File: src/rtl/cursor_sequencer.sv
// Cursor sequencer: turns a byte stream into text-RAM writes and cursor updates, with scroll-on-newline.
// Optional form-feed full-screen clear is enabled by defining CURSOR_SEQUENCER_FF_CLEAR_EN.
module cursor_sequencer #(
    parameter int unsigned COL_BITS = 7,
    parameter int unsigned ROW_BITS = 5,
    parameter int unsigned COLS     = 80,
    parameter int unsigned ROWS     = 25
) (
    input  logic                clk,
    input  logic                reset,
    input  logic [7:0]          in_data,
    input  logic                in_valid,
    output logic                in_ready,
    output logic [COL_BITS-1:0] cur_x,
    output logic [ROW_BITS-1:0] cur_y,
    output logic                cur_wen,
    output logic [ROW_BITS-1:0] top_row,
    output logic [ROW_BITS-1:0] ram_addr_row,
    output logic [COL_BITS-1:0] ram_addr_col,
    output logic [7:0]          ram_data,
    output logic                ram_wen,
    output logic                busy
);

    localparam logic [COL_BITS-1:0] LAST_COL   = COL_BITS'(COLS - 1);
    localparam logic [ROW_BITS-1:0] LAST_ROW   = ROW_BITS'(ROWS - 1);
    localparam logic [ROW_BITS:0]   ROWS_W     = (ROW_BITS + 1)'(ROWS);
    localparam logic [ROW_BITS:0]   ROWS_M1_W  = (ROW_BITS + 1)'(ROWS - 1);
    localparam logic [7:0]          CH_SPACE   = 8'h20;
    localparam logic [7:0]          CH_TILDE   = 8'h7E;
    localparam logic [7:0]          CH_CR      = 8'h0D;
    localparam logic [7:0]          CH_LF      = 8'h0A;
    localparam logic [7:0]          CH_BS      = 8'h08;
`ifdef CURSOR_SEQUENCER_FF_CLEAR_EN
    localparam logic [7:0]          CH_FF      = 8'h0C;

    typedef enum logic [1:0] {IDLE, EXEC, CLEAR, CLRALL} state_t;
`else
    typedef enum logic [1:0] {IDLE, EXEC, CLEAR} state_t;
`endif

    state_t state, state_d;

    logic [COL_BITS-1:0] cur_x_d, ram_addr_col_d;
    logic [ROW_BITS-1:0] cur_y_d, top_row_d, ram_addr_row_d;
    logic [ROW_BITS-1:0] clr_row, clr_row_d;
    logic [7:0]          ram_data_d;
    logic                cur_wen_d, ram_wen_d, busy_d;
    logic                scroll_pend, scroll_pend_d;
    logic                newline;
    logic [ROW_BITS-1:0] phys_row, top_inc, bottom_row;
`ifdef CURSOR_SEQUENCER_FF_CLEAR_EN
    logic                ff_pend, ff_pend_d;
`endif

    // Reduce a value below 2*ROWS into 0..ROWS-1 with one conditional subtract.
    function automatic logic [ROW_BITS-1:0] wrap_row(input logic [ROW_BITS:0] v);
        if (v >= ROWS_W) begin
            return ROW_BITS'(v - ROWS_W);
        end
        return ROW_BITS'(v);
    endfunction

    assign in_ready   = (state == IDLE) && !reset;
    assign phys_row   = wrap_row({1'b0, cur_y} + {1'b0, top_row});
    assign top_inc    = wrap_row({1'b0, top_row} + (ROW_BITS + 1)'(1));
    assign bottom_row = wrap_row({1'b0, top_inc} + ROWS_M1_W);

    // Next-state and next-output logic; all outputs are registered below.
    always_comb begin
        state_d        = state;
        cur_x_d        = cur_x;
        cur_y_d        = cur_y;
        top_row_d      = top_row;
        cur_wen_d      = 1'b0;
        ram_wen_d      = 1'b0;
        ram_addr_row_d = ram_addr_row;
        ram_addr_col_d = ram_addr_col;
        ram_data_d     = ram_data;
        clr_row_d      = clr_row;
        scroll_pend_d  = scroll_pend;
        newline        = 1'b0;
`ifdef CURSOR_SEQUENCER_FF_CLEAR_EN
        ff_pend_d      = ff_pend;
`endif

        case (state)
            IDLE: begin
                if (in_valid) begin
                    state_d       = EXEC;
                    scroll_pend_d = 1'b0;
`ifdef CURSOR_SEQUENCER_FF_CLEAR_EN
                    ff_pend_d     = 1'b0;
`endif
                    if (in_data >= CH_SPACE && in_data <= CH_TILDE) begin
                        ram_wen_d      = 1'b1;
                        ram_data_d     = in_data;
                        ram_addr_col_d = cur_x;
                        ram_addr_row_d = phys_row;
                        cur_wen_d      = 1'b1;
                        if (cur_x < LAST_COL) begin
                            cur_x_d = cur_x + COL_BITS'(1);
                        end else begin
                            cur_x_d = '0;
                            newline = 1'b1;
                        end
                    end else if (in_data == CH_CR) begin
                        cur_x_d   = '0;
                        cur_wen_d = 1'b1;
                    end else if (in_data == CH_LF) begin
                        cur_x_d   = '0;
                        newline   = 1'b1;
                        cur_wen_d = 1'b1;
                    end else if (in_data == CH_BS) begin
                        if (cur_x != '0) begin
                            cur_x_d = cur_x - COL_BITS'(1);
                        end
                        cur_wen_d = 1'b1;
                    end
`ifdef CURSOR_SEQUENCER_FF_CLEAR_EN
                    else if (in_data == CH_FF) begin
                        cur_x_d   = '0;
                        cur_y_d   = '0;
                        top_row_d = '0;
                        cur_wen_d = 1'b1;
                        ff_pend_d = 1'b1;
                    end
`endif

                    // Bottom line scrolls: the row that just left the top becomes the new bottom.
                    if (newline) begin
                        if (cur_y < LAST_ROW) begin
                            cur_y_d = cur_y + ROW_BITS'(1);
                        end else begin
                            top_row_d     = top_inc;
                            clr_row_d     = bottom_row;
                            scroll_pend_d = 1'b1;
                        end
                    end
                end
            end

            EXEC: begin
                if (scroll_pend) begin
                    state_d        = CLEAR;
                    ram_wen_d      = 1'b1;
                    ram_data_d     = CH_SPACE;
                    ram_addr_row_d = clr_row;
                    ram_addr_col_d = '0;
                end
`ifdef CURSOR_SEQUENCER_FF_CLEAR_EN
                else if (ff_pend) begin
                    state_d        = CLRALL;
                    ram_wen_d      = 1'b1;
                    ram_data_d     = CH_SPACE;
                    ram_addr_row_d = '0;
                    ram_addr_col_d = '0;
                end
`endif
                else begin
                    state_d = IDLE;
                end
            end

            CLEAR: begin
                if (ram_addr_col == LAST_COL) begin
                    state_d = IDLE;
                end else begin
                    ram_wen_d      = 1'b1;
                    ram_addr_col_d = ram_addr_col + COL_BITS'(1);
                end
            end

`ifdef CURSOR_SEQUENCER_FF_CLEAR_EN
            CLRALL: begin
                if (ram_addr_col != LAST_COL) begin
                    ram_wen_d      = 1'b1;
                    ram_addr_col_d = ram_addr_col + COL_BITS'(1);
                end else if (ram_addr_row != LAST_ROW) begin
                    ram_wen_d      = 1'b1;
                    ram_addr_col_d = '0;
                    ram_addr_row_d = ram_addr_row + ROW_BITS'(1);
                end else begin
                    state_d = IDLE;
                end
            end
`endif

            default: begin
                state_d = IDLE;
            end
        endcase

        busy_d = (state_d != IDLE);
    end

    // State and output registers; reset aborts any in-flight clear.
    always_ff @(posedge clk) begin
        if (reset) begin
            state        <= IDLE;
            cur_x        <= '0;
            cur_y        <= '0;
            top_row      <= '0;
            cur_wen      <= 1'b0;
            ram_wen      <= 1'b0;
            ram_addr_row <= '0;
            ram_addr_col <= '0;
            ram_data     <= '0;
            busy         <= 1'b0;
            clr_row      <= '0;
            scroll_pend  <= 1'b0;
`ifdef CURSOR_SEQUENCER_FF_CLEAR_EN
            ff_pend      <= 1'b0;
`endif
        end else begin
            state        <= state_d;
            cur_x        <= cur_x_d;
            cur_y        <= cur_y_d;
            top_row      <= top_row_d;
            cur_wen      <= cur_wen_d;
            ram_wen      <= ram_wen_d;
            ram_addr_row <= ram_addr_row_d;
            ram_addr_col <= ram_addr_col_d;
            ram_data     <= ram_data_d;
            busy         <= busy_d;
            clr_row      <= clr_row_d;
            scroll_pend  <= scroll_pend_d;
`ifdef CURSOR_SEQUENCER_FF_CLEAR_EN
            ff_pend      <= ff_pend_d;
`endif
        end
    end

endmodule

File: config.mk
export PLATFORM = sky130hd
export DESIGN_NAME = cursor_sequencer
export DESIGN_NICKNAME = d
export VERILOG_FILES = /design/src/rtl/cursor_sequencer.sv
export SDC_FILE = /design/constraint.sdc
export NUM_CORES = 1
export LEC_CHECK = 0
export CAP_MARGIN = 20
export CORE_MARGIN = 3
export CORE_UTILIZATION = 54
export DETAILED_ROUTE_END_ITERATION = 8
export GPL_ROUTABILITY_DRIVEN = 0
export PLACE_DENSITY = 0.8
export SETUP_SLACK_MARGIN = 0.02
export SLEW_MARGIN = 40
export SYNTH_ARGS = -nofsm -noshare
export SYNTH_HDL_FRONTEND = slang
export SYNTH_SLANG_ARGS = --single-unit
File: constraint.sdc
create_clock -name clk -period 3.9 [get_ports clk]
set_input_delay 1.17 -clock clk [delete_from_list [all_inputs] [get_ports clk]]
set_output_delay 1.17 -clock clk [all_outputs]
set_load 0.02 [all_outputs]
---- Word level (Yosys, flattened, before mapping) ----
Index checks and enable logic that the tools add are counted.
operators by class
  add/subtract/negate cells ............... 10
  order comparisons ....................... 7
  equality and inequality tests ........... 10
  muxes and demuxes ....................... 49
  bitwise operators ....................... 3
  reduce and logical (&&, ||, !) cells .... 17
operator list
  cell                                                            count
  2-to-1 mux 7 bit                                                10
  2-to-1 mux 5 bit                                                9
  == test 8 x 4 -> 1 bit, second input constant                   3
  2-to-1 mux 8 bit                                                3
  case mux 7 bit (3 select lines)                                 1
  2-to-1 mux 1 bit                                                19
  >= comparator 6 x 5 -> 1 bit, second input constant             3
  case mux 8 bit (2 select lines)                                 1
  AND reduction 4 bit                                             4
  subtractor 5 bit, second input constant                         3
  adder 7 x 1 -> 7 bit, second input constant                     2
  case mux 5 bit (2 select lines)                                 1
  >= comparator 8 x 6 -> 1 bit, second input constant             1
  less-or-equal comparator 8 x 7 -> 1 bit, second input constant  1
  nonzero test 4 bit                                              2
  == test 7 bit, second input constant                            1
  < comparator 7 bit, second input constant                       1
  nonzero test 7 bit                                              1
  subtractor 7 x 1 -> 7 bit, second input constant                1
  adder 5 x 1 -> 6 bit, second input constant                     1
  adder 5 x 5 -> 6 bit                                            1
  adder 5 x 5 -> 6 bit, second input constant                     1
  2-to-1 mux 2 bit                                                3
  inequality test 2 bit, second input constant                    3
  other kinds (16)                                                20
word-level totals
  register bits after elaboration ......... 48
  input port bits ......................... 11
  output and inout bits ................... 41
  word-level logic and storage cells ...... 108

---- Depth between registers and ports, before layout ----
  depth after elaboration ................. 8
  gate-level depth with buffers ........... 13
  gate-level depth less buffers ........... 13

---- Worst setup path before layout ----
OpenSTA, ideal clock, no wires.
  kind .................................... input -> output
  from .................................... input port reset
  to ...................................... output port in_ready
  arrival time ............................ 2017 ps
  setup slack ............................. 713 ps
  stages .................................. 4
  path through ............................ buf_4 clkbuf_1 buf_1 nor2_1
on the way
  word-level cells in the longest chain between the ends .. 2
RTL lines
  element            line  text
  from (decl)        10    input logic reset,
  zero test 1 bit    64    assign in_ready = (state == IDLE) && !reset;
  logical AND 1 bit  64
  to (decl)          13    output logic in_ready,
Every way passes these cells.

---- Final worst setup path ----
Ends and elaborated chain as after synthesis.

==> metrics.txt <==
status finished, final reports clean; Yosys warnings 0; Min-Delay Path Class reg -> reg; post-CTS resize count 0; clk root buf clkbuf_8; DRT Wirelength 7.75 mm; fraction of layout cells with a size suffix above 1 7.76%; Pre-antenna DRT Iters 5; Yosys top cell by area dfxtp_1; Rows 27; vias in the first global route 2800; Crit path buffers/inverters 2; P_leak 1.47 nW; Crit. End Element primary output; final antenna-violating net count 0; post-synth top area share 29.8%; Power, Total 1.05 mW; IO Count 52; cts bufs inserted 5; Worst Path Required 2.73 ns; largest net degree at the start of global routing 43; clock buffer depth 2; Worst EP arrival 2.40 ns; Post-Syn Instances 405; Slew @ Worst Pin 0.612 ns; Max Fanout on Critical Path 2; Chip Height 83.3 um; Top FF cell, synth dfxtp_1; Fillers 455; Post-synth EDFFs 0; n_diodes 0; WS Path Type in -> out; register area share after synthesis 29.8%; Final Critical Period 3.57 ns; placed insts 515; Max Slew Vio Count 0; power share of the combinational group 19.8%; total clock sinks 48; Sw Pwr 0.310 mW; clock latency on the worst-skew pair 0.31 ns; first-pass GRT wire length 13.0 mm; Power per Cell Area 272 mW/mm^2; Synth area leaders dfxtp_1 (30%), ha_1 (8.1%), nor2_1 (5.2%); GRT Residual Overflow 0; CTS tree yes; critical path's top delay family buffers and inverters; H-Tree Depth 2; Async SR Flop Fraction 0%; crit-path max cell delay 0.63 ns; sw frac 29.5%; maxcap violations 0; cell repeated most along the worst path clkdlybuf4s50_1; Die X 83.3 um; clk_skew 0.00776 ns; wire per inst 14.8 um; Setup TNS 0 ns; Mapped Nets 438; Synth-to-Final Area Change 19.8%; antenna violations before repair 0; clock group share of total power 30.1%; P_int 0.740 mW; Final Setup Violations 0; pre-CTS setup slack 0.290 ns; post-synthesis register bit count 48; vias 3139; drt drc 0; Final HPWL DP 5.58 mm; Yosys cell types 74; slowest cell on the critical path clkdlybuf4s50_1; Post-CTS Hold Fix Bufs 0; WHS 0.458 ns; PnR worst setup slack 0.333 ns; First DRT Iteration DRCs 224; final hold viol count 0; final core occ 68.5%; core box area 0.00564 mm^2; gr usage total 21.8%; vias per cell 6.00; Post-CTS Setup Inserts 0; Placement Cell Area 0.00377 mm^2; final net count 483; I/O Buffers 51; VDD IR max 0.000194 V; sequential share of power 50.0%; critical path cell sequence clkdlybuf4s50_1 -> nor2_1 -> clkdlybuf4s50_1; Reg clk slew, reported paths 0.09 ns; RSZ-0062 raised after global routing false; post-route clock period utilization 91.5%; synthesized cell area 0.00323 mm^2; Mapped Avg Cell Area 7.96 um^2; Achievable Freq 280 MHz; Initial Util 57.2%; Slew HR 58.6%; fin cells 523; die area 0.00694 mm^2; startpoint types primary input; post-route cell area 0.00386 mm^2
[sequential cells by signal (all words and copies together) (netlist names), 2 cells and up]
signal        count
ram_data          8
cur_x             7
ram_addr_col      7
clr_row           5
cur_y             5
ram_addr_row      5
top_row           5
state             2
[Yosys cell counts, drive strengths merged (2+ instances only)]
library cell and instances:
a2111oi 2, a211o 2, a211oi 9, a21boi 2
a21o 4, a21oi 32, a221oi 3, a22oi 6
a311o 2, a311oi 2, a32oi 2, a41oi 2
and2 2, and3 13, and4 3, buf 6
clkbuf 14, dfxtp 48, ha 21, inv 19
mux2i 6, nand2 43, nand2b 4, nand3 14
nand4 4, nor2 45, nor2b 5, nor3 4
nor4 3, nor4b 2, o211ai 2, o21a 5
o21ai 28, o21bai 2, o22a 2, o22ai 4
or2 3, or3 3, xnor2 6, xor2 6
[layout make-up]
class | count | area (um^2) | share of cell area, %
Sequential cell | 48 | 961 | 24.9
Clock inverter | 2 | 13.8 | 0.356
Inverter | 20 | 75.1 | 1.94
Clock buffer | 6 | 82.6 | 2.14
Tap cell | 72 | 90.1 | 2.33
Multi-Input combinational cell | 317 | 2080 | 53.8
Timing Repair Buffer | 58 | 563 | 14.6
[final timing paths]
kind          startpoint     endpoint  slack [ns]  cells past startpoint
max reg2reg   top_row[0]   clr_row[0]        0.72                     11
max                reset     in_ready        0.33                      3
min reg2reg  ram_data[3]  ram_data[3]        0.46                      2
min          ram_data[3]  ram_data[3]        0.46                      2
[routing by layer]
metal / part of all wire, % / GRT usage [%] / up-vias / routed length (um)
li1: - / - / 1558 / -
met1: 49 / 31.0 / 1465 / 3790
met2: 44 / 34.4 / 103 / 3410
met3: 5.8 / 3.67 / 13 / 447
met4: 1.3 / 5.20 / 0 / 103
met5: 0 / 0 / - / 0
[kinds of logic (layout without fill, tap and decap cells)]
group	Yosys count	count (layout)	share of synthesized area (%)
XOR/XNOR	12	12	3.26
adder cells (fa/ha/maj)	22	22	8.77
AND/OR/NAND/NOR	153	153	23.7
buffers and inverters	40	86	5.74
flip-flops	48	48	29.8
AO/OA/AOI/OAI	124	124	26.9
multiplexers	6	6	1.86
[power groups by stage]
stage / registers [mW] / logic, mW / clock network, mW
floorplan: 0.548 / 0.118 / 0
global placement: 0.535 / 0.203 / 0
detailed placement: 0.536 / 0.205 / 0
CTS: 0.525 / 0.207 / 0.321
global route: 0.529 / 0.228 / 0.344
finish: 0.525 / 0.208 / 0.317
[placed cells by master, fill, tap and decap left out, types with 9 or more instances in the layout]
cell	count
nand3_1	14
dfxtp_1	48
nor2_1	45
and3_1	9
o21ai_0	26
a21oi_1	32
nand2_1	43
inv_1	18
clkdlybuf4s50_1	51
ha_1	21
[worst register-to-register path: cells and delay by family, from the launching register on]
kind / cells / cell delay, ns
buf+inv: 1 / 0.10
flops: 1 / 0.58
simple gates: 3 / 0.46
xor+xnor: 1 / 0.26
fa+ha+maj: 2 / 0.64
compound gates: 4 / 1.05
No activity file was read; power rests on OpenSTA's default activity.
